===== config.mk =====
export PLATFORM = sky130hd
export DESIGN_NAME = if_stage_unit
export DESIGN_NICKNAME = d
export VERILOG_FILES = /design/src/rtl/if_stage_unit.sv
export SDC_FILE = /design/constraint.sdc
export NUM_CORES = 1
export LEC_CHECK = 0
export BUFFER_PORTS_ARGS = -buffer_cell sky130_fd_sc_hd__buf_4
export CORE_MARGIN = 2
export CORE_UTILIZATION = 49
export CTS_CLUSTER_DIAMETER = 120
export DETAILED_ROUTE_END_ITERATION = 8
export PLACE_DENSITY = 0.8
export SYNTH_ARGS = -nofsm -noshare
export SYNTH_HDL_FRONTEND = slang
export SYNTH_SLANG_ARGS = --single-unit

===== constraint.sdc =====
create_clock -name clk -period 2.1 [get_ports clk]
set_input_delay 0.105 -clock clk [delete_from_list [all_inputs] [get_ports clk]]
set_output_delay 0.105 -clock clk [all_outputs]
set_load 0.02 [all_outputs]

===== src/rtl/if_stage_unit.sv =====
// Instruction-fetch stage with IF/ID pipeline register.
// Holds the fetch PC, presents it to instruction memory, captures the fetched
// word into IF/ID, and tracks hazard stalls and branch flushes with
// saturating counters.
module if_stage_unit #(
    parameter int unsigned         ADDR_W   = 32,
    parameter logic [ADDR_W-1:0]   RESET_PC = '0,
    parameter int unsigned         CNT_W    = 16
) (
    input  logic              clk,
    input  logic              rst,
    input  logic              Hazard_detected_signal,
    input  logic              Br_taken,
    input  logic [ADDR_W-1:0] Br_addr,
    output logic [ADDR_W-1:0] imem_addr,
    input  logic [31:0]       imem_rdata,
    output logic [ADDR_W-1:0] PC,
    output logic [ADDR_W-1:0] IF_ID_PC,
    output logic [31:0]       IF_ID_Instruction,
    output logic              IF_ID_valid,
    output logic [CNT_W-1:0]  stall_cnt,
    output logic [CNT_W-1:0]  flush_cnt
);

    localparam int unsigned INSTR_W = 32;

    // Per-edge operating mode; redirect outranks freeze, freeze outranks advance.
    localparam logic [1:0] MODE_ADVANCE  = 2'd0;
    localparam logic [1:0] MODE_FREEZE   = 2'd1;
    localparam logic [1:0] MODE_REDIRECT = 2'd2;

    localparam logic [CNT_W-1:0]  CNT_MAX  = '1;
    localparam logic [ADDR_W-1:0] PC_STEP  = ADDR_W'(4);

    logic [1:0]         mode_c;

    logic [ADDR_W-1:0]  pc_q,        pc_d;
    logic [ADDR_W-1:0]  if_id_pc_q,  if_id_pc_d;
    logic [INSTR_W-1:0] if_id_ins_q, if_id_ins_d;
    logic               if_id_vld_q, if_id_vld_d;
    logic [CNT_W-1:0]   stall_q,     stall_d;
    logic [CNT_W-1:0]   flush_q,     flush_d;

    logic [ADDR_W-1:0]  pc_plus4_c;
    logic [ADDR_W-1:0]  br_target_c;

    // Sequential PC increment wraps naturally; branch target is word-aligned.
    assign pc_plus4_c  = pc_q + PC_STEP;
    assign br_target_c = {Br_addr[ADDR_W-1:2], 2'b00};

    // Mode selection in priority order.
    always_comb begin
        mode_c = MODE_ADVANCE;
        if (Br_taken) begin
            mode_c = MODE_REDIRECT;
        end else if (Hazard_detected_signal) begin
            mode_c = MODE_FREEZE;
        end
    end

    // Next-state computation for PC, IF/ID register and counters.
    always_comb begin
        pc_d        = pc_q;
        if_id_pc_d  = if_id_pc_q;
        if_id_ins_d = if_id_ins_q;
        if_id_vld_d = if_id_vld_q;
        stall_d     = stall_q;
        flush_d     = flush_q;

        case (mode_c)
            MODE_REDIRECT: begin
                pc_d        = br_target_c;
                if_id_pc_d  = '0;
                if_id_ins_d = '0;
                if_id_vld_d = 1'b0;
                if (flush_q != CNT_MAX) begin
                    flush_d = flush_q + CNT_W'(1);
                end
            end
            MODE_FREEZE: begin
                // Everything holds, even when IF/ID carries a bubble.
                if (stall_q != CNT_MAX) begin
                    stall_d = stall_q + CNT_W'(1);
                end
            end
            default: begin
                pc_d        = pc_plus4_c;
                if_id_pc_d  = pc_plus4_c;
                if_id_ins_d = imem_rdata;
                if_id_vld_d = 1'b1;
            end
        endcase
    end

    // State register with synchronous reset overriding all other inputs.
    always_ff @(posedge clk) begin
        if (rst) begin
            pc_q        <= RESET_PC;
            if_id_pc_q  <= '0;
            if_id_ins_q <= '0;
            if_id_vld_q <= 1'b0;
            stall_q     <= '0;
            flush_q     <= '0;
        end else begin
            pc_q        <= pc_d;
            if_id_pc_q  <= if_id_pc_d;
            if_id_ins_q <= if_id_ins_d;
            if_id_vld_q <= if_id_vld_d;
            stall_q     <= stall_d;
            flush_q     <= flush_d;
        end
    end

    // Output mapping; instruction address follows the PC register directly.
    assign imem_addr         = pc_q;
    assign PC                = pc_q;
    assign IF_ID_PC          = if_id_pc_q;
    assign IF_ID_Instruction = if_id_ins_q;
    assign IF_ID_valid       = if_id_vld_q;
    assign stall_cnt         = stall_q;
    assign flush_cnt         = flush_q;

endmodule


==> results of run 1 <==
==> tightest hold or removal path: cells and delay by family <==
| kind | cells | cell delay (ns) |
|---|---|---|
| AOI/OAI and AO/OA | 2 | 0.23 |
| buffers and inverters | 1 | 0.08 |
==> worst paths after layout <==
kind | start | depth (start not counted) | end
max | stall_cnt[0]$_SDFFE_PP0P_ | 6 | stall_cnt[2]$_SDFFE_PP0P_
min | Br_addr[6] | 3 | PC[6]$_SDFFE_PP0N_
max reg2reg | stall_cnt[0]$_SDFFE_PP0P_ | 6 | stall_cnt[2]$_SDFFE_PP0P_
min reg2reg | IF_ID_PC[3]$_SDFFE_PP0N_ | 2 | IF_ID_PC[3]$_SDFFE_PP0N_
==> cell usage after synthesis, types with 11 or more instances <==
| library cell | instances | area, sq um |
|---|---|---|
| sky130_fd_sc_hd__nor2_1 | 96 | 360 |
| sky130_fd_sc_hd__nand2_1 | 51 | 191 |
| sky130_fd_sc_hd__buf_2 | 12 | 60.1 |
| sky130_fd_sc_hd__and4_1 | 11 | 96.3 |
| sky130_fd_sc_hd__nor3_1 | 24 | 120 |
| sky130_fd_sc_hd__buf_4 | 35 | 263 |
| sky130_fd_sc_hd__xor2_1 | 22 | 193 |
| sky130_fd_sc_hd__mux2i_1 | 39 | 390 |
| sky130_fd_sc_hd__dfxtp_1 | 126 | 2520 |
| sky130_fd_sc_hd__o21ai_0 | 21 | 105 |
| sky130_fd_sc_hd__nand4_1 | 21 | 131 |
| sky130_fd_sc_hd__xnor2_1 | 48 | 420 |
| sky130_fd_sc_hd__and3_1 | 11 | 68.8 |
| sky130_fd_sc_hd__a21oi_1 | 38 | 190 |
| sky130_fd_sc_hd__a211oi_1 | 15 | 113 |
| sky130_fd_sc_hd__nand3_1 | 24 | 120 |
| sky130_fd_sc_hd__clkbuf_1 | 23 | 86.3 |
==> sequential cells by signal (all words and copies together), names as in the netlist <==
| register | count |
|---|---|
| flush_cnt | 16 |
| PC | 30 |
| IF_ID_PC | 31 |
| IF_ID_Instruction | 32 |
| IF_ID_valid | 1 |
| stall_cnt | 16 |
==> per-stage QoR <==
step / setup slack [ns] / hold slack (ns) / total power, mW
after floorplan: 0.0587 / 0.248 / 3.08
after global placement: 0.252 / 0.335 / 3.41
after detailed placement: 0.177 / 0.342 / 3.42
after CTS: 0.184 / 0.0243 / 6.71
after global routing: 0.0569 / 0.0343 / 6.91
final: 0.173 / 0.0384 / 6.69
==> report_power, final <==
| part | total [mW] | switching (mW) | internal (mW) |
|---|---|---|---|
| registers | 2.55 | 0.0751 | 2.47 |
| clock network | 3.20 | 1.05 | 2.16 |
| logic | 0.936 | 0.483 | 0.453 |
| total | 6.69 | 1.61 | 5.08 |
==> layer usage <==
metal  vias up  part of all wire [%]  wire length, um  GRT usage [%]
met4         0                   3.1              554           13.2
met5         -                     0                0              0
li1       2918                     -                -              -
met3        48                   6.5             1160           7.17
met2       245                    48             8650           44.7
met1      2761                    42             7610           32.6
==> final cells by class <==
type | instances | area [sq um]
well taps | 147 | 184
inverters | 10 | 37.5
clock inverters | 12 | 190
fillers | 868 | 3000
flip-flops and latches | 126 | 2520
clock buffers | 20 | 457
multi-input cells | 492 | 3060
repair buffers | 320 | 2560
==> kinds of logic after synthesis <==
family,after synthesis,synth area share (%)
xor gates and xnor gates,70,10.1
DFF,126,41.7
adders and majority gates,3,0.621
and+or+nand+nor,280,23.5
buffers and inverters,87,7.85
AOI/OAI and AO/OA,95,9.44
other,1,0.0620
muxes,40,6.64
==> flow_metrics.py, run 1 <==
metrics = {
    "cts": {
        "cts_repair_resize_count": 0,
        "htreeDepth": 4,
        "cts-hold-fix-buffers": 60,
        "tritoncts.num_buffers": 17,
        "cts.reportedPaths.clkPinSlew_ns": 0.05,
        "ctsRootBufferMaster": "sky130_fd_sc_hd__clkbuf_16",
        "clkSinkCount": 126,
        "cts.repair_timing.setup_buffer_count": 0,
        "worstSkewPairLatency_ns": 0.42,
        "tritoncts": "yes",
        "maximum_clock_insertion_buffer_count": 2,
    },
    "critical_path": {
        "delay_of_the_slowest_critical_path_stage_ns": 0.40,
        "timing.critical_path.fanout_max": 5,
        "worst_ep_required_time_ns": 2.41,
        "path_class": "register to register",
        "cp_cell_sequence": "ha_1, and3_1, and3_1, a21oi_1, a21oi_1, a31o_2",
        "r2r_setup_slack_ns": 0.17,
        "timing.critical_path.slowest_stage_cell": "sky130_fd_sc_hd__a21oi_1",
        "timing.critical_path.to_type": "register",
        "critical-path-top-delay-family": "compound AO/OA/AOI/OAI gates",
        "critPathArrivalTime_ns": 2.23,
        "worst_setup_path_start_kind": "register",
        "worstPathBufferInverterCount": 0,
    },
    "global_route": {
        "grt_pass1_vias": 5708,
        "overflow": 0,
        "wire_length_of_the_first_global_routing_pass_um": 28100,
        "grt_max_degree": 67,
        "antenna_found_initial": 0,
        "globalRouteTotalUtil_pct": 27.0,
    },
    "placement": {
        "post-dp-hpwl_um": 11600,
        "port_buffers": 222,
        "gp_congestion": 0.866,
        "placed_cells": 1035,
        "post_dp_cell_area_sq_mm": 0.00777,
    },
    "power_and_ir_drop": {
        "irDropWorstVdd_mv": 0.432,
        "power.static_leakage_nw": 3.91,
        "p_per_area_mw_per_mm2": 742,
    },
    "sta": {
        "worstMarginPinSlew_ns": 0.657,
        "final-max-slew-violation-count": 0,
        "grt_setup_unrepaired": "false",
        "timing.fmax_mhz": 519,
        "fin_crit_ns": 1.93,
        "totalNegativeSetupSlack_ns": 0,
        "timing.max_slew.rel_slack_pct": 56.2,
        "fin_worst_skew_ns": 0.00875,
        "finalHoldViolCount": 0,
        "final.period_utilization_pct": 91.8,
        "timing.final.setup_violations": 0,
    },
    "routing": {
        "detailroute.via_count": 5972,
        "drc_errors": 0,
        "detail_route.first_pass.iterations": 7,
        "initial_drt_markers": 323,
        "detail-route-antenna-nets": 0,
        "drt-vias-per-instance": 5.30,
        "postRouteWirelength_um": 18000,
        "route.detailed.wl_per_inst_um": 15.9,
    },
    "final_layout": {
        "fin_util_pct": 75.1,
        "most_used_cells_in_the_layout_excluding_fill_and_tap_cells": "259 x sky130_fd_sc_hd__buf_4, 126 x sky130_fd_sc_hd__dfxtp_1, 96 x sky130_fd_sc_hd__nor2_1",
        "design.final.nets": 1038,
        "area_growth_syn_to_layout_pct": 49.1,
        "layout-drive-gt1-share_pct": 31.1,
        "antennaDiodeCount": 0,
        "layout.cells.most_common": "sky130_fd_sc_hd__buf_4",
        "fin_area_sq_mm": 0.00901,
        "final_cells": 1127,
    },
    "logic_synthesis": {
        "synth_seq_area_share_pct": 41.7,
        "postSynth.asyncResetShare_pct": 0,
        "synth_enable_flop_cells": 0,
        "synth-seq-cells": 126,
        "netlist_area_sq_mm": 0.00604,
        "post_synth.cell_area_avg_sq_um": 8.61,
        "syn_inst": 702,
        "dominant_register_cell_in_the_synthesized_netlist": "sky130_fd_sc_hd__dfxtp_1",
        "yosys_warnings": 0,
        "yosys.cell_types.count": 54,
    },
    "floorplanning": {
        "core_area_sq_mm": 0.0120,
        "width_of_the_die_um": 115,
        "floorplan.die.height_um": 115,
        "die_area_sq_mm": 0.0132,
        "ioPinCount": 229,
        "rows": 40,
        "floorplan.initialDensity_pct": 50.3,
    },
    "status": {
        "status": "finished, final reports clean",
    },
    "flow_run": {
        "max_cap_viol_count": 0,
    },
    "worst_hold_path": {
        "timing.hold.worst.class": "primary input to register",
    },
}
(Power assumes the default switching activity.)
==> run 2: changes to the inputs <==
Settings changed: MAX_ROUTING_LAYER set to met4, PLACE_DENSITY 0.8 to 0.86.
==> flow_metrics.py, run 2 (synthesized netlist as in run 1, its figures left out) <==
metrics = {
    "cts": {
        "tritoncts.num_buffers": 17,
        "maximum_clock_insertion_buffer_count": 2,
        "worstSkewPairLatency_ns": 0.42,
        "ctsRootBufferMaster": "sky130_fd_sc_hd__clkbuf_16",
        "htreeDepth": 4,
        "tritoncts": "yes",
        "clkSinkCount": 126,
        "cts.reportedPaths.clkPinSlew_ns": 0.06,
    },
    "critical_path": {
        "worst_r2r_path_depth": 5,
        "timing.critical_path.fanout_max": 6,
        "path_class": "register to register",
        "delay_of_the_slowest_critical_path_stage_ns": 0.47,
        "cp_cell_sequence": "nand4_4, nor4_4, nand4_2, or3_1, a311oi_1",
        "critPathArrivalTime_ns": 2.26,
        "timing.critical_path.to_type": "register",
        "timing.critical_path.slowest_stage_cell": "sky130_fd_sc_hd__dfxtp_1",
        "worst_ep_required_time_ns": 2.43,
        "worst_setup_path_start_kind": "register",
    },
    "global_route": {
        "overflow": 0,
        "globalRouteTotalUtil_pct": 28.5,
        "antenna_found_initial": 0,
        "grt_pass1_vias": 5820,
        "wire_length_of_the_first_global_routing_pass_um": 28800,
        "grt_max_degree": 41,
    },
    "status": {
        "status": "finished, final reports clean",
    },
    "floorplanning": {
        "width_of_the_die_um": 115,
        "core_area_sq_mm": 0.0120,
        "die_area_sq_mm": 0.0132,
        "floorplan.initialDensity_pct": 50.3,
        "ioPinCount": 229,
        "rows": 40,
        "floorplan.die.height_um": 115,
    },
    "final_layout": {
        "design.final.nets": 1038,
        "most_used_cells_in_the_layout_excluding_fill_and_tap_cells": "261 x sky130_fd_sc_hd__buf_4, 126 x sky130_fd_sc_hd__dfxtp_1, 96 x sky130_fd_sc_hd__nor2_1",
        "antennaDiodeCount": 0,
        "layout-drive-gt1-share_pct": 31.4,
        "layout.cells.most_common": "sky130_fd_sc_hd__buf_4",
        "area_growth_syn_to_layout_pct": 48.4,
        "final_cells": 1127,
        "largest_reg_flops": 32,
        "fin_area_sq_mm": 0.00897,
    },
    "power_and_ir_drop": {
        "irDropWorstVdd_mv": 0.633,
        "total_power_mw": 6.46,
        "p_per_area_mw_per_mm2": 720,
        "power.static_leakage_nw": 3.89,
    },
    "sta": {
        "timing.max_slew.rel_slack_pct": 23.1,
        "worstMarginPinSlew_ns": 1.15,
        "fin_crit_ns": 1.93,
        "timing.fmax_mhz": 518,
        "totalNegativeSetupSlack_ns": 0,
        "fin_worst_skew_ns": 0.00631,
        "finalHoldViolCount": 0,
        "final.period_utilization_pct": 91.9,
        "grt_setup_unrepaired": "false",
        "final-max-slew-violation-count": 0,
        "timing.final.setup_violations": 0,
    },
    "placement": {
        "gp_congestion": 0.907,
        "placed_cells": 1035,
        "port_buffers": 222,
        "post-dp-hpwl_um": 12100,
        "post_dp_cell_area_sq_mm": 0.00775,
    },
    "routing": {
        "detail_route.first_pass.iterations": 5,
        "postRouteWirelength_um": 18500,
        "drc_errors": 0,
        "detailroute.via_count": 6088,
        "drt-vias-per-instance": 5.40,
        "initial_drt_markers": 406,
        "detail-route-antenna-nets": 0,
        "route.detailed.wl_per_inst_um": 16.4,
    },
    "worst_hold_path": {
        "number_of_instances_on_the_worst_hold_path": 3,
        "timing.hold.worst.class": "primary input to register",
    },
    "flow_run": {
        "max_cap_viol_count": 0,
    },
}
## run 2: final timing paths
check	startpoint	endpoint	slack, ns
setup reg to reg	PC[14]$_SDFFE_PP0N_	PC[31]$_SDFFE_PP0N_	0.17
hold / removal	Br_addr[6]	PC[6]$_SDFFE_PP0N_	0.02
hold reg to reg	IF_ID_valid$_SDFFE_PP0N_	IF_ID_valid$_SDFFE_PP0N_	0.45
setup / recovery	PC[14]$_SDFFE_PP0N_	PC[31]$_SDFFE_PP0N_	0.17
## run 2: layout make-up
type / instances / area, sq um
Multi-Input combinational cell: 492 / 3080
Fill cell: 858 / 3040
Timing Repair Buffer: 320 / 2550
Sequential cell: 126 / 2520
Clock buffer: 18 / 429
Tap cell: 147 / 184
Clock inverter: 14 / 169
Inverter: 10 / 37.5
## run 2: per-stage QoR
stage                     setup slack (ns)  hold slack [ns]  util [%]
after floorplan                     0.0587            0.248         -
after global placement               0.227            0.335      64.6
after detailed placement             0.157            0.341      64.6
after CTS                            0.124          0.00184      74.5
after global routing                0.0250           0.0239      74.7
final                                0.170           0.0172      74.7
## run 2: power by group
part / internal, mW / switching, mW / total (mW)
clock network: 1.86 / 1.11 / 2.97
registers: 2.47 / 0.0732 / 2.55
logic: 0.453 / 0.491 / 0.944
## run 2: per-layer routing
metal / vias to the layer above / share of wire, % / track usage, %
li1: 2925 / - / -
met1: 2840 / 41 / 32.7
met2: 268 / 49 / 47.1
met3: 55 / 7.3 / 6.43
met4: 0 / 3.5 / 13.6
met5: - / 0 / -
## run 2: critical path: cells and delay by family (launching register included)
| kind | cells | cell delay, ns |
|---|---|---|
| AND/OR/NAND/NOR | 4 | 1.14 |
| AO/OA/AOI/OAI | 1 | 0.24 |
| flip-flops | 1 | 0.47 |
## run 2: repair_timing
item,CTS,global route
setup endpoints to repair,0,2
setup buffers,0,1
hold buffers,59,0
endpoints found under the hold margin,59,0
gates resized for setup,0,3
